--- src/rtl/axis_step_ctrl.sv ---
// axis_step_ctrl: single-axis step/direction pulse generator with a
// register interface, homing on a reference sensor, and driver-fault abort.
//
// Ports
//   Clk, nRst        clock, asynchronous active-low reset
//   WrEn/Addr/WrData register write strobe, address, data
//   RdData           registered read data (one Clk after Addr is sampled)
//   Ref              home sensor (async, falling edge = home)
//   Protect          driver fault (async, high = fault)
//   PlsOut           step pulse, PW cycles high at the start of each period
//   Dir              direction output (DirCmd ^ DirRev, held while busy)
//   Busy             high while not IDLE
//   Pos              signed position counter, wraps modulo 2^POS_W
module axis_step_ctrl #(
    parameter int POS_W = 20,
    parameter int DIV_W = 16,
    parameter int PW    = 4
) (
    input  logic             Clk,
    input  logic             nRst,
    input  logic             WrEn,
    input  logic [2:0]       Addr,
    input  logic [15:0]      WrData,
    output logic [15:0]      RdData,
    input  logic             Ref,
    input  logic             Protect,
    output logic             PlsOut,
    output logic             Dir,
    output logic             Busy,
    output logic [POS_W-1:0] Pos
);

    typedef enum logic [1:0] {IDLE, RUN, HALT} stepStateT;

    localparam logic [DIV_W-1:0] MinPeriod = DIV_W'(2 * PW);
    localparam logic [DIV_W-1:0] PwLast    = DIV_W'(PW - 1);

    stepStateT         state, nextState;
    logic [1:0]        refSync, protSync;
    logic              refPrev;
    logic              ctrlMode, ctrlDirCmd, ctrlDirRev, ctrlRefEn;
    logic [DIV_W-1:0]  divReg, curPeriod, cnt;
    logic [POS_W-1:0]  stepsReg, remain;
    logic              cmdWork, modeWork, stopPend;
    logic              fault, refDone;
    logic [15:0]       refPos;

    logic refS, protS;
    logic wrCtrl, startStb, stopStb, posClr, refClr, stopReq;
    logic dirCmdEff, dirRevEff, modeEff, startOk, periodEnd;
    logic enterRun, newPeriod, pulseStart, homeEv, stepUp;
    logic [DIV_W-1:0] periodEff;

    assign refS  = refSync[1];
    assign protS = protSync[1];

    // CTRL strobes and the CTRL value as it will be after this cycle's write,
    // so a Start write latches the direction/mode written alongside it.
    assign wrCtrl    = WrEn && (Addr == 3'd0);
    assign startStb  = wrCtrl && WrData[0];
    assign stopStb   = wrCtrl && WrData[1];
    assign posClr    = wrCtrl && WrData[6];
    assign refClr    = wrCtrl && WrData[7];
    assign modeEff   = wrCtrl ? WrData[2] : ctrlMode;
    assign dirCmdEff = wrCtrl ? WrData[3] : ctrlDirCmd;
    assign dirRevEff = wrCtrl ? WrData[4] : ctrlDirRev;

    assign stopReq   = stopStb || stopPend;
    assign periodEff = (divReg < MinPeriod) ? MinPeriod : divReg;
    assign periodEnd = (cnt == curPeriod - DIV_W'(1));
    assign startOk   = startStb && !stopStb && !fault && !protS &&
                       (modeEff || (stepsReg != '0));

    // State register
    always_ff @(posedge Clk or negedge nRst) begin
        if (!nRst) state <= IDLE;
        else       state <= nextState;
    end

    // Next-state logic. Stop only takes effect once the high phase is over
    // (cnt >= PW-1); since the period is at least 2*PW this also pre-empts
    // the next period start.
    always_comb begin
        nextState = state;
        case (state)
            IDLE: if (startOk) nextState = RUN;
            RUN: begin
                if (protS)                                  nextState = IDLE;
                else if (stopReq && (cnt >= PwLast))        nextState = HALT;
                else if (periodEnd && !modeWork && (remain == '0))
                                                            nextState = HALT;
            end
            HALT:    nextState = IDLE;
            default: nextState = IDLE;
        endcase
    end

    // Output / control decode
    always_comb begin
        Busy       = (state != IDLE);
        enterRun   = (state == IDLE) && (nextState == RUN);
        newPeriod  = (state == RUN) && (nextState == RUN) && periodEnd;
        pulseStart = enterRun || newPeriod;
        stepUp     = enterRun ? dirCmdEff : cmdWork;
        homeEv     = refPrev && !refS && ctrlRefEn && !refDone;
    end

    // Synchronisers and register file
    always_ff @(posedge Clk or negedge nRst) begin
        if (!nRst) begin
            refSync    <= '0;
            protSync   <= '0;
            refPrev    <= 1'b0;
            ctrlMode   <= 1'b0;
            ctrlDirCmd <= 1'b0;
            ctrlDirRev <= 1'b0;
            ctrlRefEn  <= 1'b0;
            divReg     <= MinPeriod;
            stepsReg   <= '0;
        end else begin
            refSync  <= {refSync[0], Ref};
            protSync <= {protSync[0], Protect};
            refPrev  <= refSync[1];
            if (WrEn) begin
                case (Addr)
                    3'd0: begin
                        ctrlMode   <= WrData[2];
                        ctrlDirCmd <= WrData[3];
                        ctrlDirRev <= WrData[4];
                        ctrlRefEn  <= WrData[5];
                    end
                    3'd1: divReg <= DIV_W'(WrData);
                    3'd2: stepsReg[15:0] <= WrData;
                    3'd3: stepsReg[POS_W-1:16] <= WrData[POS_W-17:0];
                    default: ;
                endcase
            end
        end
    end

    // Pulse timing and working copies
    always_ff @(posedge Clk or negedge nRst) begin
        if (!nRst) begin
            cnt       <= '0;
            curPeriod <= MinPeriod;
            remain    <= '0;
            cmdWork   <= 1'b0;
            modeWork  <= 1'b0;
            stopPend  <= 1'b0;
            PlsOut    <= 1'b0;
            Dir       <= 1'b0;
        end else begin
            if (pulseStart)        cnt <= '0;
            else if (state == RUN) cnt <= cnt + DIV_W'(1);
            else                   cnt <= '0;

            if (pulseStart) curPeriod <= periodEff;

            if (enterRun) begin
                remain   <= stepsReg - POS_W'(1);
                cmdWork  <= dirCmdEff;
                modeWork <= modeEff;
            end else if (newPeriod) begin
                remain <= remain - POS_W'(1);
            end

            if ((state == RUN) && (nextState == RUN)) stopPend <= stopPend || stopStb;
            else                                      stopPend <= 1'b0;

            PlsOut <= pulseStart || ((nextState == RUN) && PlsOut && (cnt < PwLast));

            // Direction tracks CTRL only while idle; it is frozen for a move.
            if (state == IDLE) Dir <= dirCmdEff ^ dirRevEff;
        end
    end

    // Position, homing, fault, read-back
    always_ff @(posedge Clk or negedge nRst) begin
        if (!nRst) begin
            Pos     <= '0;
            refPos  <= '0;
            refDone <= 1'b0;
            fault   <= 1'b0;
            RdData  <= '0;
        end else begin
            // Clears win over a step issued in the same cycle.
            if (homeEv || posClr) Pos <= '0;
            else if (pulseStart)  Pos <= stepUp ? Pos + POS_W'(1) : Pos - POS_W'(1);

            if (homeEv) refPos <= Pos[15:0];

            if (refClr)      refDone <= 1'b0;
            else if (homeEv) refDone <= 1'b1;

            // A fault still present keeps Fault set through a RefClr.
            if (protS)       fault <= 1'b1;
            else if (refClr) fault <= 1'b0;

            case (Addr)
                3'd0:    RdData <= {12'h0, fault, refDone, Busy, refS};
                3'd1:    RdData <= Pos[15:0];
                3'd2:    RdData <= 16'(Pos[POS_W-1:16]);
                3'd3:    RdData <= refPos;
                default: RdData <= '0;
            endcase
        end
    end

endmodule

--- config.mk ---
export PLATFORM = sky130hd
export DESIGN_NAME = axis_step_ctrl
export DESIGN_NICKNAME = d
export VERILOG_FILES = /design/src/rtl/axis_step_ctrl.sv
export SDC_FILE = /design/constraint.sdc
export NUM_CORES = 1
export LEC_CHECK = 0
export ABC_CLOCK_PERIOD_IN_PS = 5850
export BUFFER_PORTS_ARGS = -buffer_cell sky130_fd_sc_hd__buf_2
export CORE_MARGIN = 3
export CORE_UTILIZATION = 60
export CTS_BUF_LIST = sky130_fd_sc_hd__clkbuf_8
export DETAILED_ROUTE_END_ITERATION = 10
export PLACE_DENSITY = 0.79
export SYNTH_ARGS = -nofsm -noshare
export SYNTH_HDL_FRONTEND = slang
export SYNTH_SLANG_ARGS = --single-unit
--- constraint.sdc ---
create_clock -name Clk -period 5.85 [get_ports Clk]
set_clock_uncertainty 0.15 [all_clocks]
set_input_delay 0.585 -clock Clk [delete_from_list [all_inputs] [get_ports Clk]]
set_output_delay 0.585 -clock Clk [all_outputs]
set_load 0.03 [all_outputs]
==> metrics.md <==
| Metric | Value |
|---|---|
| Starting Density | `61.5%` |
| Initial antenna violation count | `0` |
| Ranking of synthesized cells by area | `dfrtp_1 (46%), mux2_2 (9.1%), nor2_1 (3.7%), a21oi_1 (3.3%), mux2i_1 (2.7%)` |
| GRT Residual Overflow | `0` |
| Final setup TNS | `0 ns` |
| Fin util | `67.7%` |
| Max_slew headroom | `22.3%` |
| Instance count of the mapped netlist | `873` |
| PortBufs | `62` |
| Critical path's slowest cell | `or4_1` |
| CTS root buf | `clkbuf_8` |
| Post-synth top area share | `45.5%` |
| Residual DRC | `0` |
| Syn-to-layout area delta | `10.1%` |
| Setup-failing EPs final | `0` |
| Max_cap viols | `0` |
| Clk buf depth | `2` |
| Tcrit/Tclk final | `79.4%` |
| CTS tree | `yes` |
| Synth Register Bits | `158` |
| Status | `finished, final reports clean` |
| Final #Nets | `939` |
| Overall routing resource usage | `27.4%` |
| CP Data Required Time | `6.09 ns` |
| M2 GR Usage | `42.8%` |
| Worst reg-to-reg path cell count | `14` |
| CTS buffer count | `17` |
| Hold Crit Endpoint | `protSync[0]` |
| Antenna diodes | `0` |
| Core ar. | `13,900 um^2` |
| Worst Setup End Kind | `flop` |
| RSZ-0062 raised after global routing | `no` |
| Peak VDD IR | `0.000170 V` |
| Clock sinks | `158` |
| Vias in the first global route | `6,614` |
| Fmax | `215 MHz` |
| Crit Reg-Reg Startpoint | `stepsReg[13]` |
| CP delay by family, top | `simple AND/OR/NAND/NOR gates` |
| Final HPWL DP | `14,500 um` |
| CP dominant cell by count | `or4_1` |
| Met3 Use GR | `6.62%` |
| Clk_lat worst skew | `0.47 ns` |
| Crit path DAT | `4.89 ns` |
| Pwr Density | `252 nW/um^2` |
| Worst-path clk slew | `0.09 ns` |
| Crit-path max FO | `8` |
| First-pass GRT wire length | `34,700 um` |
| DRT Pass-1 Iters | `5` |
| Worst hold path class | `input pin to flop` |
| Syn nets | `902` |
| Cells on Worst Hold Path | `1` |
| Fin crit period | `4.65 ns` |
| Yosys cell types | `66` |
| Sequential share of the synthesized area | `46.2%` |
| I/O pin total | `63` |
| Setup Crit Path Kind | `flop to flop` |
| Vias | `6,960` |
| Leakage | `0.00431 uW` |
| CP Buf/Inv Count | `0` |
| Syn avg cell area | `9.82 um^2` |
| Global routing's busiest layer | `met2` |
| Met1 GRT Util | `38.8%` |
| Final Max Tran Viols | `0` |
| Share of cells above drive strength 1 | `21.9%` |
| Rows | `43` |
| Top cell type by total area after synthesis | `dfrtp_1` |
| CTS resizes | `0` |
| CTS H-tree lvls | `4` |
| Final ANT Viol Nets | `0` |
| Fill count | `1,070` |
| CP Depth | `14` |
| Worst path cell trace | `or4_1 -> nor4b_2 -> a211oi_2 -> mux2_2 -> xnor2_1 -> ha_1 -> or4_1 -> nor3_1 -> nand4_1 -> a211oi_1 -> a21o_1 -> a31oi_1 -> or3_1 -> a21oi_1` |
| Cts hold-fix bufs | `0` |
| Cell Area, Synth | `8570 um^2` |
| Reg2Reg Setup Slack | `1.20 ns` |
| Hold path startpoint | `Protect` |
| Initial drt markers | `729` |
| Wire per inst | `18.9 um` |
| Final WL | `20,900 um` |
| Top_reg_cell synth | `dfrtp_1` |
| FFs w/ async S/R, synth | `100%` |
| Die H | `126 um` |
| Slowest stage delay, CP | `0.67 ns` |
| Die ar. | `15,800 um^2` |
| Hold_ws | `0.0677 ns` |
| Largest net degree at the start of global routing | `117` |
| Slew at the pin with the worst max-slew slack | `1.16 ns` |
| Yosys warns | `0` |
| Post-CTS setup buffers | `0` |
| Final hold vios | `0` |
| Number of flops mapped to enable cells by yosys | `0` |
| GP Congestion | `0.959` |
| Die Wd | `126 um` |
| Worst R2R End | `Pos[18]` |
| Vias per cell | `6.31` |
| Worst setup SP type | `flop` |
## layout make-up
class,instances,area (um^2),share of cell area (%)
clock buffers,19,262,2.77
clock inverters,13,140,1.49
repair buffers,73,412,4.36
inverters,13,48.8,0.517
flip-flops and latches,158,3960,41.9
well taps,180,225,2.39
multi-input cells,647,4390,46.5
## state kept, by name, summed over array words and instances (netlist names), 2 cells and up
register   cells
state          2
Pos           20
RdData        16
refSync        2
refPos        16
cnt           16
protSync       2
curPeriod     16
divReg        16
stepsReg      20
remain        20
## power breakdown
group	switching (uW)	internal (uW)
sequential	99.0	1170
combinational	148	127
clock	424	404
## per-layer routing
layer  vias to the layer above  part of all wire (%)
li1                       3244                     -
met2                       264                    48
met3                        36                   6.7
met1                      3416                    44
met5                         -                     0
met4                         0                   1.7
## cells in the final DEF (no fill, tap or decap), types with 18 or more instances in the layout
cell      instances
xnor2_1          22
mux2i_1          23
nor4_1           21
dfrtp_1         156
buf_2            61
or3_1            19
nand2_1          54
clkbuf_8         19
nand3_1          39
o21ai_0          37
nor2_1           85
a21oi_1          56
mux2_2           69
xor2_1           18
nor3_1           41
## cell usage after synthesis (9+ instances only)
library cell / n
dfrtp_1: 156
nor2_1: 85
mux2_2: 69
a21oi_1: 56
nand2_1: 54
clkbuf_1: 41
nor3_1: 41
nand3_1: 39
o21ai_0: 37
mux2i_1: 23
xnor2_1: 22
nor4_1: 21
or3_1: 19
xor2_1: 18
a31oi_1: 15
and3_1: 14
inv_1: 13
nand2b_1: 11
nand4_1: 9
## worst register-to-register path, delay by kind of cell, from the launching register on
kind / cells / cell delay [ns]
AND/OR/NAND/NOR: 6 / 2.53
multiplexers: 1 / 0.32
XOR/XNOR: 1 / 0.13
AO/OA/AOI/OAI: 5 / 0.73
flip-flops: 1 / 0.46
adder cells (fa/ha/maj): 1 / 0.25
## metrics by stage
step	total power (uW)	instance area [um^2]	worst slack (ns)	std cells
finish	2370	9440	1.20	1103
CTS	2380	9440	1.25	1103
detailed placement	1560	9030	1.28	1071
global placement	1550	9030	1.36	1071
floorplan	1450	8570	1.08	873
global route	2470	9440	0.846	1103
## worst max path at each step
stage / from / end / slack (ns)
after floorplan: Addr[0] / remain[14] / 1.08
after global placement: stepsReg[1] / Pos[18] / 1.36
after detailed placement: stepsReg[13] / Pos[18] / 1.28
after CTS: stepsReg[13] / Pos[18] / 1.25
after global routing: stepsReg[13] / Pos[18] / 0.85
final: stepsReg[13] / Pos[18] / 1.20
## cells by family (layout without fill, tap and decap cells)
logic type	count (synthesis)	count (layout)	share of synthesized area (%)
AOI/OAI and AO/OA	159	159	11.5
xor gates and xnor gates	40	40	4.09
adders and majority gates	5	5	0.730
buffers and inverters	68	118	3.36
DFF	158	158	46.2
muxes	96	96	12.8
and+or+nand+nor	347	347	21.4
Power figures use the tool's default switching activity.
